`config.mk`:
```
export PLATFORM = sky130hd
export DESIGN_NAME = apb_master_flat
export DESIGN_NICKNAME = d
export VERILOG_FILES = /design/src/rtl/apb_master_pkg.sv /design/src/rtl/apb_master_if.sv /design/src/rtl/apb_cmd_fifo.sv /design/src/rtl/apb_master.sv /design/src/flat_wrapper.sv
export SDC_FILE = /design/constraint.sdc
export NUM_CORES = 1
export LEC_CHECK = 0
export BUFFER_PORTS_ARGS = -buffer_cell sky130_fd_sc_hd__clkbuf_2
export CAP_MARGIN = 20
export CELL_PAD_IN_SITES_DETAIL_PLACEMENT = 1
export CELL_PAD_IN_SITES_GLOBAL_PLACEMENT = 2
export CORE_MARGIN = 8
export CORE_UTILIZATION = 30
export DETAILED_ROUTE_END_ITERATION = 12
export PLACE_DENSITY_LB_ADDON = 0.1
export SYNTH_ARGS = -nofsm -noshare
export SYNTH_HDL_FRONTEND = slang
export SYNTH_SLANG_ARGS = --single-unit
```
`constraint.sdc`:
```
create_clock -name pclk -period 3.7 [get_ports pclk]
set_input_delay 0.37 -clock pclk [delete_from_list [all_inputs] [get_ports pclk]]
set_output_delay 0.37 -clock pclk [all_outputs]
set_load 0.05 [all_outputs]
```
`src/rtl/apb_master_pkg.sv`:
```
// Shared types and constants for the APB command master.
// Optional abort-on-stall logic is enabled with APB_MASTER_TIMEOUT_EN.
package apb_master_pkg;

    localparam int DEF_ADDR_W = 4;
    localparam int DEF_DATA_W = 8;

    localparam logic [1:0] ST_IDLE   = 2'd0;
    localparam logic [1:0] ST_SETUP  = 2'd1;
    localparam logic [1:0] ST_ACCESS = 2'd2;
    localparam logic [1:0] ST_RDATA  = 2'd3;

    typedef struct packed {
        logic                  write;
        logic [DEF_ADDR_W-1:0] addr;
        logic [DEF_DATA_W-1:0] wdata;
    } cmd_t;

endpackage

```
`src/rtl/apb_master_if.sv`:
```
// Client command/response and APB bus signals of the APB master.
// master modport is the apb_master view; slave is the far side.
interface apb_master_if
    import apb_master_pkg::*;
#(
    parameter int ADDR_W = DEF_ADDR_W,
    parameter int DATA_W = DEF_DATA_W
);
    logic              cmd_valid;
    logic              cmd_ready;
    logic              cmd_write;
    logic [ADDR_W-1:0] cmd_addr;
    logic [DATA_W-1:0] cmd_wdata;
    logic              rsp_valid;
    logic              rsp_write;
    logic [DATA_W-1:0] rsp_rdata;
    logic              rsp_err;
    logic              psel;
    logic              penable;
    logic              pwrite;
    logic [ADDR_W-1:0] paddr;
    logic [DATA_W-1:0] pwdata;
    logic [DATA_W-1:0] prdata;
    logic              pready;

    modport master (
        input  cmd_valid, cmd_write, cmd_addr, cmd_wdata,
        input  prdata, pready,
        output cmd_ready,
        output rsp_valid, rsp_write, rsp_rdata, rsp_err,
        output psel, penable, pwrite, paddr, pwdata
    );

    modport slave (
        output cmd_valid, cmd_write, cmd_addr, cmd_wdata,
        output prdata, pready,
        input  cmd_ready,
        input  rsp_valid, rsp_write, rsp_rdata, rsp_err,
        input  psel, penable, pwrite, paddr, pwdata
    );

endinterface

```
`src/rtl/apb_cmd_fifo.sv`:
```
// Synchronous command FIFO; pointers carry an extra wrap bit
// so full and empty are told apart without a counter.
module apb_cmd_fifo #(
    parameter int WIDTH = 13,
    parameter int DEPTH = 4
) (
    input  logic             clk,
    input  logic             rst,
    input  logic             push,
    input  logic [WIDTH-1:0] wdata,
    input  logic             pop,
    output logic [WIDTH-1:0] rdata,
    output logic             full,
    output logic             empty
);
    localparam int AW = $clog2(DEPTH);

    logic [WIDTH-1:0] mem [DEPTH];
    logic [AW:0]      wptr;
    logic [AW:0]      rptr;

    assign empty = (wptr == rptr);
    assign full  = (wptr[AW] != rptr[AW]) &&
                   (wptr[AW-1:0] == rptr[AW-1:0]);
    assign rdata = mem[rptr[AW-1:0]];

    always_ff @(posedge clk) begin
        if (rst) begin
            wptr <= '0;
            rptr <= '0;
        end else begin
            if (push && !full) begin
                mem[wptr[AW-1:0]] <= wdata;
                wptr <= wptr + 1'b1;
            end
            if (pop && !empty) begin
                rptr <= rptr + 1'b1;
            end
        end
    end

endmodule

```
`src/rtl/apb_master.sv`:
```
// FIFO-buffered APB requester, one transfer at a time.
// Define APB_MASTER_TIMEOUT_EN to abort transfers stalled in ACCESS.
module apb_master
    import apb_master_pkg::*;
#(
    parameter int ADDR_W         = DEF_ADDR_W,
    parameter int DATA_W         = DEF_DATA_W,
    parameter int FIFO_DEPTH     = 4,
    parameter int TIMEOUT_CYCLES = 15
) (
    input  logic          pclk,
    input  logic          preset,
    apb_master_if.master  bus
);
    localparam int CW = 1 + ADDR_W + DATA_W;

    if (FIFO_DEPTH < 2 || TIMEOUT_CYCLES < 1) begin : g_bad_cfg
        $error("apb_master: bad FIFO_DEPTH/TIMEOUT_CYCLES");
    end

    logic [1:0]    state;
    logic [CW-1:0] head;
    logic          full;
    logic          empty;
    logic          pop;
    logic          done;
    logic          expire;

    apb_cmd_fifo #(
        .WIDTH (CW),
        .DEPTH (FIFO_DEPTH)
    ) u_fifo (
        .clk   (pclk),
        .rst   (preset),
        .push  (bus.cmd_valid),
        .wdata ({bus.cmd_write, bus.cmd_addr, bus.cmd_wdata}),
        .pop   (pop),
        .rdata (head),
        .full  (full),
        .empty (empty)
    );

    assign bus.cmd_ready = !full;
    assign bus.psel      = (state == ST_SETUP) || (state == ST_ACCESS);
    assign bus.penable   = (state == ST_ACCESS);
    assign done          = (state == ST_ACCESS) && bus.pready;

    // Writes chain straight into the next SETUP; reads go via RDATA first.
    assign pop = !empty && ((state == ST_IDLE) ||
                            (state == ST_RDATA) ||
                            (done && bus.pwrite));

`ifdef APB_MASTER_TIMEOUT_EN
    localparam int TW = $clog2(TIMEOUT_CYCLES + 1);

    logic [TW-1:0] timer;

    assign expire = (state == ST_ACCESS) && !bus.pready &&
                    (timer == TW'(TIMEOUT_CYCLES - 1));

    always_ff @(posedge pclk) begin
        if (preset || state != ST_ACCESS) begin
            timer <= '0;
        end else if (!bus.pready) begin
            timer <= timer + 1'b1;
        end
    end
`else
    assign expire = 1'b0;
`endif

    always_ff @(posedge pclk) begin
        if (preset) begin
            state         <= ST_IDLE;
            bus.pwrite    <= 1'b0;
            bus.paddr     <= '0;
            bus.pwdata    <= '0;
            bus.rsp_valid <= 1'b0;
            bus.rsp_write <= 1'b0;
            bus.rsp_rdata <= '0;
            bus.rsp_err   <= 1'b0;
        end else begin
            bus.rsp_valid <= 1'b0;
            bus.rsp_err   <= 1'b0;
            if (pop) begin
                {bus.pwrite, bus.paddr, bus.pwdata} <= head;
            end
            case (state)
                ST_IDLE: begin
                    if (!empty) state <= ST_SETUP;
                end
                ST_SETUP: begin
                    state <= ST_ACCESS;
                end
                ST_ACCESS: begin
                    if (done && bus.pwrite) begin
                        bus.rsp_valid <= 1'b1;
                        bus.rsp_write <= 1'b1;
                        bus.rsp_rdata <= '0;
                        state <= empty ? ST_IDLE : ST_SETUP;
                    end else if (done) begin
                        state <= ST_RDATA;
                    end else if (expire) begin
                        bus.rsp_valid <= 1'b1;
                        bus.rsp_write <= bus.pwrite;
                        bus.rsp_rdata <= '0;
                        bus.rsp_err   <= 1'b1;
                        state <= ST_IDLE;
                    end
                end
                ST_RDATA: begin
                    // Slave registered prdata on the completing edge.
                    bus.rsp_valid <= 1'b1;
                    bus.rsp_write <= 1'b0;
                    bus.rsp_rdata <= bus.prdata;
                    state <= empty ? ST_IDLE : ST_SETUP;
                end
                default: begin
                    state <= ST_IDLE;
                end
            endcase
        end
    end

endmodule
```
`src/flat_wrapper.sv`:
```
// flat-port wrapper written by rule: the top's interface ports become plain ports
module apb_master_flat import apb_master_pkg::*;
#(
    parameter int ADDR_W         = DEF_ADDR_W,
    parameter int DATA_W         = DEF_DATA_W,
    parameter int FIFO_DEPTH     = 4,
    parameter int TIMEOUT_CYCLES = 15
)
  (pclk, preset, bus_cmd_valid, bus_cmd_write, bus_cmd_addr, bus_cmd_wdata, bus_prdata, bus_pready, bus_cmd_ready, bus_rsp_valid, bus_rsp_write, bus_rsp_rdata, bus_rsp_err, bus_psel, bus_penable, bus_pwrite, bus_paddr, bus_pwdata);
  apb_master_if #(.ADDR_W(ADDR_W), .DATA_W(DATA_W)) bus_i ();
  input  logic pclk;
  input  logic preset;
  input wire logic [$bits(bus_i.cmd_valid)-1:0] bus_cmd_valid;
  input wire logic [$bits(bus_i.cmd_write)-1:0] bus_cmd_write;
  input wire logic [$bits(bus_i.cmd_addr)-1:0] bus_cmd_addr;
  input wire logic [$bits(bus_i.cmd_wdata)-1:0] bus_cmd_wdata;
  input wire logic [$bits(bus_i.prdata)-1:0] bus_prdata;
  input wire logic [$bits(bus_i.pready)-1:0] bus_pready;
  output wire logic [$bits(bus_i.cmd_ready)-1:0] bus_cmd_ready;
  output wire logic [$bits(bus_i.rsp_valid)-1:0] bus_rsp_valid;
  output wire logic [$bits(bus_i.rsp_write)-1:0] bus_rsp_write;
  output wire logic [$bits(bus_i.rsp_rdata)-1:0] bus_rsp_rdata;
  output wire logic [$bits(bus_i.rsp_err)-1:0] bus_rsp_err;
  output wire logic [$bits(bus_i.psel)-1:0] bus_psel;
  output wire logic [$bits(bus_i.penable)-1:0] bus_penable;
  output wire logic [$bits(bus_i.pwrite)-1:0] bus_pwrite;
  output wire logic [$bits(bus_i.paddr)-1:0] bus_paddr;
  output wire logic [$bits(bus_i.pwdata)-1:0] bus_pwdata;
  assign bus_i.cmd_valid = bus_cmd_valid;
  assign bus_i.cmd_write = bus_cmd_write;
  assign bus_i.cmd_addr = bus_cmd_addr;
  assign bus_i.cmd_wdata = bus_cmd_wdata;
  assign bus_i.prdata = bus_prdata;
  assign bus_i.pready = bus_pready;
  assign bus_cmd_ready = bus_i.cmd_ready;
  assign bus_rsp_valid = bus_i.rsp_valid;
  assign bus_rsp_write = bus_i.rsp_write;
  assign bus_rsp_rdata = bus_i.rsp_rdata;
  assign bus_rsp_err = bus_i.rsp_err;
  assign bus_psel = bus_i.psel;
  assign bus_penable = bus_i.penable;
  assign bus_pwrite = bus_i.pwrite;
  assign bus_paddr = bus_i.paddr;
  assign bus_pwdata = bus_i.pwdata;
  apb_master #(.ADDR_W(ADDR_W), .DATA_W(DATA_W), .FIFO_DEPTH(FIFO_DEPTH), .TIMEOUT_CYCLES(TIMEOUT_CYCLES)) u_core (.pclk(pclk), .preset(preset), .bus(bus_i));
endmodule
```
==> reports/results.ini <==
[run_status]
status = complete, no violations

[yosys]
synthMuxAreaShare_pct = 13.81
synth.avg_cell_area_um2 = 15.57
synth_top_family_by_area = multiplexers
synth_compound_area_share_pct = 5.358
yosysUniqueCellTypes = 36
synthCells = 213
ys_seq_area_share_pct = 65.81
synth_area_leaders = edfxtp_1 47%, dfxtp_1 19%, mux4_2 8.2%, mux2i_1 4.5%, ha_1 3.4%
syn_area_um2 = 3316
yosys_most_used_dff = edfxtp_1
ys_seq_elements = 83
synth_xor_area_share_pct = 2.340
yosysTopAreaCellShare_pct = 47.09
yosys.area_share.simple_pct = 6.113
yosys.area_share.adder_pct = 3.396
synthesis.nets = 247
synth_area_leader_cell = edfxtp_1
yosysWarningCount = 0
synthTopCellsByCount = 52 x edfxtp_1, 31 x dfxtp_1, 29 x nor2_1
yosysMostFrequentCell = edfxtp_1
synth_enable_flop_cells = 52
async_flop_share_pct = 0

[pwr]
p_total_mw = 2.808
powerDensity_nw_per_um2 = 720.6
peakVddDrop_mv = 0.2669
p_leak_nw = 1.453

[timing]
setup_viol = 0
worst_pin_slew_ns = 0.9129
fin_crit_sh_pct = 61.96
rsz0062_at_grt = no
skew_ns = 0.007508
final_hold_viol_count = 0
hold_ws_ns = 0.2487
fin_ws_ns = 1.408
min_period_ns = 2.292
drv_slew = 0
slew_headroom_pct = 39.14
max_freq_mhz = 436.2
timing.setup.tns_ns = 0

[layout]
diodes = 0
utilization_pct = 36.10
nets = 301
stdcell_count = 412
drive_above_1_share_pct = 31.25
stdcell_area_um2 = 3896
area_growth_pct = 17.51
fill_cells = 1121

[route]
remaining_drc_errors = 0
vias_per_cell = 4.558
num_vias = 1878
ant_nets = 0
dr.first_iter.drc_count = 83
drt-wirelength-per-cell_um = 17.08
wirelength_um = 7036
first_pass_iters = 4

[floorplanning]
row_count = 38
die_x_um = 121.1
fp.coreArea_um2 = 10790
start_util_pct = 30.72
io_pins = 52
die_area_um2 = 14670
die_height_um = 121.1

[grt]
grt_pass1_vias = 2051
track_usage_pct = 10.02
grt_pass1_wl_um = 11300
grt_max_degree = 39
antenna_found_initial = 0
overflow = 0

[placement]
preCtsSetupSlack_ns = 1.366
place_congestion = 0.6588
port_buffers = 50
dpl_cell_area_um2 = 3689
dp_cells = 396
hpwl_um = 4516

[worst_setup_path]
worstPathMaxFanout = 17
cp-start-kind = flip-flop
crit_start = u_core.state[0]
path_class = reg2reg
end_kind = flip-flop
r2r_start = u_core.state[0]
required_ns = 3.94
cp.arrival_ns = 2.53

[clock_network]
cts_hold_buf = 0
clock_path_buffers = 2
cts_setup_buffers = 0
cts.repair.resized = 0
cts_made_buffers = 9
worstSkewPairLatency_ns = 0.34
cts_max_level = 3
clkSinkCount = 83
cts-root-buf = clkbuf_8
clkSlewWorstSetupHoldPaths_ns = 0.09
cts_tree = built

[worst_hold_path]
hold_path_class = in2reg
min_from = bus_cmd_addr[3]

[job]
maxCapViolations = 0

==> cells in the final DEF, fill, tap and decap left out, drive strengths merged, types with 3 or more instances in the layout <==
master | synthesis | final
xor2 | 3 | 3
a21oi | 4 | 4
a22oi | 8 | 8
edfxtp | 52 | 52
nor2 | 29 | 29
mux4 | 13 | 13
and4b | 3 | 3
nand3 | 3 | 3
xnor2 | 5 | 5
clkbuf | 5 | 60
buf | 5 | 3
mux2i | 15 | 15
inv | 7 | 10
dfxtp | 31 | 31
ha | 9 | 9
==> cell type report <==
class                   count  area [µm²]  area share (%)
repair buffers             53       272.8           7.001
inverters                   7       26.28          0.6744
clock inverters             6       70.07           1.798
flip-flops and latches     83        2182           56.01
clock buffers              10       137.6           3.532
well taps                 140       175.2           4.496
multi-input cells         113        1032           26.49
==> worst max-delay path: stages, from the launching register on <==
cell and delay [ns]:
dfxtp_1 0.33, inv_1 0.14, ha_1 0.30, nand3_1 0.23
a32oi_4 0.77, a21oi_1 0.16, a31o_2 0.24
==> cell families (layout without fill, tap and decap cells) <==
family | after synthesis | in the layout
XOR/XNOR | 8 | 8
multiplexers | 29 | 29
other | 1 | 1
adder cells (fa/ha/maj) | 9 | 9
buffers and inverters | 17 | 76
AO/OA/AOI/OAI | 22 | 22
AND/OR/NAND/NOR | 44 | 44
flip-flops | 83 | 83
==> path summary, 6_finish.rpt <==
check                                                 to  slack (ns)  depth (start not counted)
worst min-delay path            u_core.u_fifo.mem[3][11]        0.25                          1
worst min register to register      u_core.bus.pwdata[5]        0.51                          2
worst max-delay path               u_core.u_fifo.rptr[2]        1.41                          6
worst max register to register     u_core.u_fifo.rptr[2]        1.41                          6
==> per-layer routing <==
metal | track usage (%) | wire length, µm | part of all wire, %
met5 | 0 | 0 | 0
met4 | 4.163 | 48 | 0.68
met3 | 2.885 | 379 | 5.4
met2 | 16.79 | 3478 | 49
met1 | 11.81 | 3128 | 44
==> registers in the layout, summed over array words and instances (netlist names) <==
| signal | flops |
|---|---|
| u_core.bus.rsp_write | 1 |
| u_core.u_fifo.mem | 52 |
| u_core.state | 2 |
| u_core.bus.paddr | 4 |
| u_core.u_fifo.wptr | 3 |
| u_core.bus.pwdata | 8 |
| u_core.bus.rsp_rdata | 8 |
| u_core.u_fifo.rptr | 3 |
| u_core.bus.rsp_valid | 1 |
| u_core.bus.pwrite | 1 |
==> power by group <==
| group | total [mW] | leakage (nW) | switching (mW) | internal (mW) |
|---|---|---|---|---|
| sequential | 1.16 | 0.725 | 0.0690 | 1.09 |
| clock | 0.690 | 0.108 | 0.352 | 0.338 |
| combinational | 0.961 | 0.620 | 0.628 | 0.334 |
Power figures use the tool's default switching activity.
